$ cat src/rtl/hazard_scoreboard.sv
// Decode-stage hazard unit: per-register countdown scoreboard of in-flight writes.
// Holds the instruction in ID (PC hold, IF/ID hold, control bubble) until its sources are ready.
module hazard_scoreboard #(
  parameter int ALU_LAT  = 3,
  parameter int LOAD_LAT = 3,
  parameter int CNT_W    = 2
) (
  input  logic        Clk,
  input  logic        Rst_n,
  input  logic [31:0] Instruction,
  input  logic        IdValid,
  input  logic        Flush,
  output logic        PCStop,
  output logic        IFIDWrite,
  output logic        ControlMux,
  output logic [31:0] PendingMask,
  output logic [15:0] StallCount
);

  localparam logic [CNT_W-1:0] ALU_INIT  = CNT_W'(ALU_LAT - 1);
  localparam logic [CNT_W-1:0] LOAD_INIT = CNT_W'(LOAD_LAT - 1);

  logic [5:0] op;
  logic [5:0] funct;
  logic [4:0] rs;
  logic [4:0] rt;
  logic [4:0] rd;

  assign op    = Instruction[31:26];
  assign rs    = Instruction[25:21];
  assign rt    = Instruction[20:16];
  assign rd    = Instruction[15:11];
  assign funct = Instruction[5:0];

  // Shift amount field never takes part in hazard decisions.
  logic unused_shamt;
  assign unused_shamt = ^Instruction[10:6];

  logic       reads_rs;
  logic       reads_rt;
  logic       writes;
  logic       is_load;
  logic [4:0] dest;

  always_comb begin
    reads_rs = 1'b0;
    reads_rt = 1'b0;
    writes   = 1'b0;
    is_load  = 1'b0;
    dest     = rd;
    case (op)
      6'b000000: begin
        if (funct == 6'b001000) begin
          reads_rs = 1'b1;
        end else if (funct == 6'b000000 || funct == 6'b000010 || funct == 6'b000011) begin
          reads_rt = 1'b1;
          writes   = 1'b1;
        end else begin
          reads_rs = 1'b1;
          reads_rt = 1'b1;
          writes   = 1'b1;
        end
      end
      6'b011100: begin
        reads_rs = 1'b1;
        reads_rt = 1'b1;
        writes   = 1'b1;
      end
      6'b001000, 6'b001001, 6'b001100, 6'b001101,
      6'b001110, 6'b001010, 6'b001011: begin
        reads_rs = 1'b1;
        writes   = 1'b1;
        dest     = rt;
      end
      6'b001111: begin
        writes = 1'b1;
        dest   = rt;
      end
      6'b100000, 6'b100001, 6'b100011: begin
        reads_rs = 1'b1;
        writes   = 1'b1;
        is_load  = 1'b1;
        dest     = rt;
      end
      6'b101000, 6'b101001, 6'b101011,
      6'b000100, 6'b000101: begin
        reads_rs = 1'b1;
        reads_rt = 1'b1;
      end
      6'b000001, 6'b000110, 6'b000111: begin
        reads_rs = 1'b1;
      end
      6'b000011: begin
        writes = 1'b1;
        dest   = 5'd31;
      end
      default: begin
        writes = 1'b0;
      end
    endcase
  end

  // cnt[0] is held at zero so $0 can never stall a reader.
  logic [CNT_W-1:0] cnt      [32];
  logic [CNT_W-1:0] cnt_next [32];
  logic             hazard;
  logic             issue;
  logic [CNT_W-1:0] issue_init;

  assign hazard = IdValid && !Flush &&
                  ((reads_rs && cnt[rs] != '0) || (reads_rt && cnt[rt] != '0));
  assign issue      = IdValid && !Flush && !hazard && writes && (dest != 5'd0);
  assign issue_init = is_load ? LOAD_INIT : ALU_INIT;

  assign PCStop     = hazard;
  assign IFIDWrite  = !hazard;
  assign ControlMux = hazard;

  always_comb begin
    logic [CNT_W-1:0] dec;
    dec = '0;
    for (int r = 0; r < 32; r++) begin
      dec         = (cnt[r] != '0) ? cnt[r] - CNT_W'(1) : '0;
      cnt_next[r] = dec;
      // Keep the larger count so a younger short write never hides an older long one.
      if (issue && dest == 5'(r) && issue_init > dec) begin
        cnt_next[r] = issue_init;
      end
      if (r == 0) begin
        cnt_next[r] = '0;
      end
    end
  end

  always_comb begin
    PendingMask = '0;
    for (int r = 0; r < 32; r++) begin
      PendingMask[r] = (cnt[r] != '0);
    end
  end

  always_ff @(posedge Clk) begin
    for (int r = 0; r < 32; r++) begin
      if (!Rst_n) begin
        cnt[r] <= '0;
      end else begin
        cnt[r] <= cnt_next[r];
      end
    end
  end

  always_ff @(posedge Clk) begin
    if (!Rst_n) begin
      StallCount <= '0;
    end else if (hazard && StallCount != 16'hFFFF) begin
      StallCount <= StallCount + 16'd1;
    end
  end

endmodule

$ cat config.mk
export PLATFORM = sky130hd
export DESIGN_NAME = hazard_scoreboard
export DESIGN_NICKNAME = d
export VERILOG_FILES = /design/src/rtl/hazard_scoreboard.sv
export SDC_FILE = /design/constraint.sdc
export NUM_CORES = 1
export LEC_CHECK = 0
export BUFFER_PORTS_ARGS = -buffer_cell sky130_fd_sc_hd__buf_2
export CORE_MARGIN = 5
export CORE_UTILIZATION = 55
export DETAILED_ROUTE_END_ITERATION = 6
export GPL_TIMING_DRIVEN = 1
export PLACE_DENSITY = 0.82
export SYNTH_ARGS = -nofsm -noshare
export SYNTH_HDL_FRONTEND = slang
export SYNTH_SLANG_ARGS = --single-unit
$ cat constraint.sdc
create_clock -name Clk -period 9.1 [get_ports Clk]
set_input_delay 2.73 -clock Clk [delete_from_list [all_inputs] [get_ports Clk]]
set_output_delay 2.73 -clock Clk [all_outputs]
set_load 0.005 [all_outputs]
Yosys cells after proc, flatten, opt, wreduce, memory -nomap -nowiden
Memories as Yosys holds them, arrays and structs flattened.
Index checks and enable logic that the tools add are counted.
- bits in registers: 16
- bits in writable memories: 64
- bits of input ports: 36
- output and inout bits: 51
- logic and storage cells: 372
- memories kept: 1
- add/sub/neg operators: 32
- $lt $le $gt $ge: 31
- equality and inequality tests: 56
- mux-type cells: 103
- bitwise gates (word level): 32
- reduce and logical (&&, ||, !) cells: 116
- memory list (memory ; words ; width ; read ports ; clocked after memory_dff ; wr ports ; RTL line ; text):
    cnt ; 32 ; 2 ; 34 ; 0 ; 32 ; 104 ; logic [CNT_W-1:0] cnt [32];
- operators with widths (cell ; number):
    2-to-1 mux 2 bit ; 94
    equality test 5 bit, second input constant ; 16
    logical AND 1 bit ; 70
    nonzero test 2 bit ; 34
    greater-than comparator 2 bit, first input constant ; 31
    subtractor 2 x 1 -> 2 bit, second input constant ; 31
    equality test 6 x 4 -> 1 bit, second input constant ; 9
    equality test 5 x 4 -> 1 bit, second input constant ; 8
    equality test 6 bit, second input constant ; 6
    bitwise OR 1 bit ; 32
    equality test 6 x 3 -> 1 bit, second input constant ; 4
    equality test 5 x 3 -> 1 bit, second input constant ; 4
    OR reduction 19 bit ; 1
    equality test 6 x 2 -> 1 bit, second input constant ; 3
    adder 16 x 1 -> 16 bit, second input constant ; 1
    inequality test 16 bit, second input constant ; 1
    OR reduction 13 bit ; 1
    zero test 6 bit ; 2
    OR reduction 11 bit ; 1
    equality test 5 x 2 -> 1 bit, second input constant ; 2
    one-hot mux 5 bit (2 select lines) ; 1
    equality test 6 x 1 -> 1 bit, second input constant ; 1
    equality test 6 x 5 -> 1 bit, second input constant ; 1
    one-hot mux 1 bit (2 select lines) ; 3
    other kinds (6) ; 13

Longest topological paths before layout
Gate-level depths: netlist of the first run.
- depth in word-level cells: 17
- gate-level depth with buffers: 10
- gate-level depth less buffers: 7

Least setup slack after synthesis of the first run
Ideal clock, no wire load.
- kind: input -> output
- start point: in Instruction[23]
- end point: out PCStop
- arrival: 4.671 ns
- path slack: 1.699 ns
- cell stages on the path: 9
- path buffers: 2
- cell sequence: buf_6 nor4b_4 or4_4 o2111ai_2 o311ai_1 o32ai_1 nand2_1 inv_1 buf_4
- cells in the longest elaborated chain, start to end: 5
- ends and longest elaborated chain (item ; RTL line ; text):
    from (decl) ; 10 ; input logic [31:0] Instruction,
    memory (32 x 2 bit) ; - ;
    nonzero test 2 bit ; 111 ; ((reads_rs && cnt[rs] != '0) || (reads_rt && cnt[rt] != '0));
    logical AND 1 bit ; 111 ;
    logical OR 1 bit ; 111 ;
    logical AND 1 bit ; 110 ; assign hazard = IdValid && !Flush &&
    to (decl) ; 13 ; output logic PCStop,
Every way passes these cells.

Final worst setup path of the first run
- start point: in Instruction[22]
- end point: out PCStop
The elaborated chain is that of the path after synthesis.

==> impl_metrics.env, run 1 <==
export IMPL_status="completed"
export IMPL_syn_area_per_cell_um2=8.179
export IMPL_period_needed_ps=7922
export IMPL_cts_hold_buffers=0
export IMPL_power_uw=682.8
export IMPL_wl_met3_mm=1.112
export IMPL_worst_pin_slew_ps=1091
export IMPL_cts_root_buf="clkbuf_8"
export IMPL_wl_met1_mm=5.456
export IMPL_seqCellArea_mm2=0.001562
export IMPL_drive_above_1_share_pct=20.75
export IMPL_num_rows=32
export IMPL_ys_seq_area_share_pct=36.36
export IMPL_syn_inst=525
export IMPL_power_leakage_nw=2.125
export IMPL_cts_resized=0
export IMPL_hold_path_class="register to register"
export IMPL_finalInstanceArea_mm2=0.004878
export IMPL_grt_pass1_wl_mm=20.36
export IMPL_die_h_um=98.36
export IMPL_gp_congestion=1.001
export IMPL_cp_max_fo=13
export IMPL_hold_worst_slack_ps=450.2
export IMPL_synth_edf_count=0
export IMPL_fmax_mhz=126.2
export IMPL_finalSetupViolations=0
export IMPL_multi_input_area_mm2=0.002414
export IMPL_cp_data_arrival_time_ps=5190
export IMPL_ir_worst_vdd_uv=121.2
export IMPL_first_global_vias=3987
export IMPL_powerDensity_mw_per_mm2=140.0
export IMPL_cts_tree="yes"
export IMPL_drc=0
export IMPL_startpoint_type="input port"
export IMPL_drv_slew=0
export IMPL_io_buffers=80
export IMPL_yosysUniqueCellTypes=58
export IMPL_hpwl_mm=9.057
export IMPL_grt_use_total_pct=25.74
export IMPL_wl_per_cell_um=18.30
export IMPL_die_area_mm2=0.009675
export IMPL_num_io_pins=87
export IMPL_numCtsBuffers=9
export IMPL_maxCapViolCount=0
export IMPL_antenna_found_initial=0
export IMPL_cts_path_max_buffers=2
export IMPL_required_ps=6370
export IMPL_cts_sinks=78
export IMPL_min_period_over_period_pct=87.05
export IMPL_critPathKind="input port to output port"
export IMPL_hold_viol=0
export IMPL_coreArea_mm2=0.007647
export IMPL_final_common_cell="buf_2"
export IMPL_rsz0062_at_grt="false"
export IMPL_areaGrowthSynthToFinish_pct=13.61
export IMPL_first_pass_iters=7
export IMPL_placed_cell_area_mm2=0.004672
export IMPL_cts_setup_buffers=0
export IMPL_insertion_delay_ps=360
export IMPL_yosysWarnings=0
export IMPL_layout_common_cells="buf_2 (80), dfxtp_1 (78), a21oi_1 (46), nand3_1 (45), nand2_1 (43)"
export IMPL_postRouteAntennaNets=0
export IMPL_path_clk_slew_ps=90
export IMPL_setup_tns_ps=0
export IMPL_maxSlewHeadroom_pct=27.27
export IMPL_ctsHtreeMaxLevel=3
export IMPL_layout_nets=620
export IMPL_die_x_um=98.36
export IMPL_vias=4363
export IMPL_vias_per_cell=6.323
export IMPL_n_antenna_cell=0
export IMPL_wl_met2_mm=5.903
export IMPL_dr_max_layer_used="met4"
export IMPL_n_fill_cell=706
export IMPL_syn_area_mm2=0.004294
export IMPL_synthArstFlopShare_pct=0
export IMPL_overflow=0
export IMPL_initial_core_util_pct=56.15
export IMPL_syn_num_nets=562
export IMPL_drt_wl_total_mm=12.63
export IMPL_drtIter0Drc=281
export IMPL_ys_flop_type="dfxtp_1"
export IMPL_fin_util_pct=63.79
export IMPL_synth_seq_cells=78
export IMPL_cp_end_kind="output port"
export IMPL_grt_start_max_net_pins=64
export IMPL_finClkSkew_ps=9.439
## kinds of logic after synthesis
| group | Yosys count | synth area share [%] |
|---|---|---|
| fa+ha+maj | 1 | 0.2913 |
| other cells | 1 | 0.08733 |
| flops | 78 | 36.36 |
| mux | 16 | 6.935 |
| simple gates | 227 | 29.81 |
| compound gates | 125 | 19.09 |
| buf+inv | 77 | 7.430 |
## final cells by class
cell class / instances / share of cell area (%)
clock inverters: 6 / 1.411
repair buffers: 81 / 8.361
clock buffers: 10 / 2.821
flip-flops and latches: 78 / 32.01
well taps: 102 / 2.616
multi-input cells: 370 / 49.47
inverters: 43 / 3.309
## flip-flops by register name, summed over array words and instances (netlist names)
register,flops
cnt,62
StallCount,16
## path summary, 6_finish.rpt
| kind | startpoint | endpoint | slack [ps] | cells after the start |
|---|---|---|---|---|
| max reg2reg | cnt[21][0] | cnt[22][0] | 6140 | 7 |
| max | Instruction[22] | PCStop | 1180 | 9 |
| min reg2reg | cnt[9][0] | cnt[9][0] | 450 | 1 |
| min | cnt[9][0] | cnt[9][0] | 450 | 1 |
## synthesized netlist by cell type, types with 3 or more instances
cell type / count / area, um2
mux2i_1: 5 / 50.05
nor3_1: 17 / 85.08
o2111ai_1: 5 / 43.79
dfxtp_1: 78 / 1562
a211oi_1: 6 / 45.04
or3_1: 4 / 25.02
and3_1: 8 / 50.05
nand2_1: 43 / 161.4
nor4_1: 5 / 31.28
nor2b_1: 3 / 18.77
and4_1: 4 / 35.03
nor2_1: 34 / 127.6
a21oi_1: 46 / 230.2
buf_1: 3 / 11.26
a31oi_1: 6 / 37.54
and4b_1: 15 / 150.1
nand2b_1: 6 / 37.54
o21ai_0: 8 / 40.04
o21ai_1: 16 / 80.08
o31ai_1: 12 / 90.09
mux4_2: 11 / 247.7
buf_4: 3 / 22.52
o21a_1: 4 / 30.03
nand3_1: 45 / 225.2
a41o_1: 3 / 30.03
nand3b_1: 11 / 82.58
nand4_1: 6 / 37.54
or2_2: 6 / 37.54
or4_1: 9 / 67.56
inv_1: 41 / 153.9
buf_2: 3 / 15.01
and2_1: 3 / 18.77
clkbuf_1: 23 / 86.33
## metrics by stage
step,std cells,setup slack [ps]
3_5_place_dp,674,1232
2_1_floorplan,525,1699
4_1_cts,690,1203
6_report,690,1178
5_1_grt,690,1021
3_3_place_gp,674,1266
## critical path: stages
cell,delay (ps)
buf_2,320
nor4b_4,90
or4_4,570
o2111ai_2,180
o311ai_1,210
o32ai_1,730
nand2_1,160
inv_1,90
buf_2,110
## where the power goes
part	internal [mW]	switching, mW	total [mW]	leakage, nW
logic	0.0209	0.0489	0.0697	1.39
clock network	0.136	0.136	0.271	0.103
registers	0.341	0.000377	0.342	0.628
## metal layers
metal | up-vias | track usage [%]
li1 | 2056 | -
met2 | 207 | 41.50
met5 | - | 0
met3 | 20 | 6.071
met4 | 0 | 5.252
met1 | 2080 | 35.35
Note: power is estimated with default switching activity, not from simulation.
==> run 2, diff against run 1 <==
REMOVE_ABC_BUFFERS = 1   (was not set)
==> impl_metrics.env, run 2 (synthesis gave the netlist of run 1 again) <==
export IMPL_vias=4315
export IMPL_cts_root_buf="clkbuf_8"
export IMPL_finClkSkew_ps=10.45
export IMPL_rsz0062_at_grt="false"
export IMPL_largest_register_ffs=62
export IMPL_finalSetupViolations=0
export IMPL_cts_setup_buffers=0
export IMPL_layout_common_cells="buf_2 (80), dfxtp_1 (78), a21oi_1 (46), nand3_1 (45), nand2_1 (43)"
export IMPL_drc=0
export IMPL_num_io_pins=87
export IMPL_cp_end_kind="output port"
export IMPL_insertion_delay_ps=350
export IMPL_min_period_over_period_pct=86.50
export IMPL_critPathKind="input port to output port"
export IMPL_p_comb_share_pct=9.9
export IMPL_hold_viol=0
export IMPL_reg_top3="cnt: 62 flops, StallCount: 16 flops"
export IMPL_period_needed_ps=7871
export IMPL_layout_nets=621
export IMPL_setup_tns_ps=0
export IMPL_n_fill_cell=701
export IMPL_cts_sinks=78
export IMPL_coreArea_mm2=0.007647
export IMPL_worst_pin_slew_ps=1048
export IMPL_drtIter0Drc=336
export IMPL_areaGrowthSynthToFinish_pct=13.93
export IMPL_die_area_mm2=0.009675
export IMPL_numCtsBuffers=9
export IMPL_clockPowerShare_pct=40.6
export IMPL_postRouteAntennaNets=0
export IMPL_power_uw=690.8
export IMPL_timing_final_ws_setup_ps=1229
export IMPL_gp_congestion=0.9273
export IMPL_grt_pass1_wl_mm=18.98
export IMPL_die_x_um=98.36
export IMPL_cp_data_arrival_time_ps=5140
export IMPL_initial_core_util_pct=56.15
export IMPL_ir_worst_vdd_uv=109.1
export IMPL_switching_share_pct=25.24
export IMPL_status="completed"
export IMPL_vias_per_cell=6.254
export IMPL_dp_slack_ps=1256
export IMPL_antenna_found_initial=0
export IMPL_num_rows=32
export IMPL_first_global_vias=3974
export IMPL_powerDensity_mw_per_mm2=141.2
export IMPL_hold_worst_slack_ps=454.7
export IMPL_fmax_mhz=127.0
export IMPL_cts_tree="yes"
export IMPL_power_leakage_nw=2.129
export IMPL_overflow=0
export IMPL_hpwl_mm=8.556
export IMPL_cts_resized=0
export IMPL_p_int_uw=516.4
export IMPL_n_antenna_cell=0
export IMPL_maxSlewHeadroom_pct=29.99
export IMPL_cts_hold_buffers=0
export IMPL_path_clk_slew_ps=80
export IMPL_p_switching_uw=174.4
export IMPL_top_register="cnt"
export IMPL_io_buffers=80
export IMPL_cts_path_max_buffers=2
export IMPL_grt_start_max_net_pins=64
export IMPL_drive_above_1_share_pct=20.58
export IMPL_p_seq_share_pct=49.5
export IMPL_die_h_um=98.36
export IMPL_wl_per_cell_um=17.09
export IMPL_required_ps=6370
export IMPL_startpoint_type="input port"
export IMPL_drv_slew=0
export IMPL_hold_path_class="register to register"
export IMPL_first_pass_iters=5
export IMPL_cp_max_fo=13
export IMPL_maxCapViolCount=0
export IMPL_ctsHtreeMaxLevel=3
export IMPL_grt_use_total_pct=24.03
export IMPL_final_common_cell="buf_2"
export IMPL_drt_wl_total_mm=11.79
run 2: cell types whose count changed in the layout (fill, tap and decap cells not counted):
| cell | previous run | this run |
|---|---|---|
| buf_4 | 1 | 2 |
| bufinv_16 | 1 | 2 |
| clkbuf_1 | 0 | 1 |
| inv_6 | 1 | 0 |
| clkinv_2 | 1 | 0 |
| clkbuf_8 | 10 | 9 |
run 2: power by group through the flow:
stage | registers (mW) | logic (mW) | clock network, mW
floorplan | 0.350 | 0.0354 | 0
global placement | 0.350 | 0.0657 | 0
detailed placement | 0.350 | 0.0668 | 0
CTS | 0.342 | 0.0670 | 0.284
global route | 0.342 | 0.0744 | 0.303
finish | 0.342 | 0.0682 | 0.281
run 2: worst max-delay path, cell delays in order:
cell and delay (ps):
buf_2 340, nor4b_4 90, or4_4 570, o2111ai_2 190, o311ai_1 190, o32ai_1 660, nand2_1 170, inv_1 100
buf_2 110
run 2: path summary, 6_finish.rpt:
check / from / end / slack [ps] / cells past startpoint
worst min register to register: cnt[24][0] / cnt[24][0] / 450 / 1
worst max register to register: cnt[21][0] / cnt[14][1] / 6100 / 7
worst min-delay path: cnt[24][0] / cnt[24][0] / 450 / 1
worst max-delay path: Instruction[22] / PCStop / 1230 / 9
run 2: layout make-up:
type / instances / area, um2 / share of cell area, %
Clock buffer: 10 / 127.6 / 2.609
Clock inverter: 5 / 85.08 / 1.739
Inverter: 43 / 161.4 / 3.299
Multi-Input combinational cell: 370 / 2414 / 49.33
Sequential cell: 78 / 1562 / 31.92
Tap cell: 102 / 127.6 / 2.609
Timing Repair Buffer: 82 / 415.4 / 8.491
run 2: stage by stage:
stage / util (%) / cells / area, um2
3_3_place_gp: 61.19 / 675 / 4679
4_1_cts: 63.97 / 690 / 4892
3_5_place_dp: 61.19 / 675 / 4679
6_report: 63.97 / 690 / 4892
2_1_floorplan: - / 491 / 4136
5_1_grt: 63.97 / 690 / 4892
run 2: layer usage:
layer	track usage [%]	part of all wire, %
met1	31.31	41
met2	39.47	48
met3	5.000	8.7
met4	8.508	1.6
met5	0	0
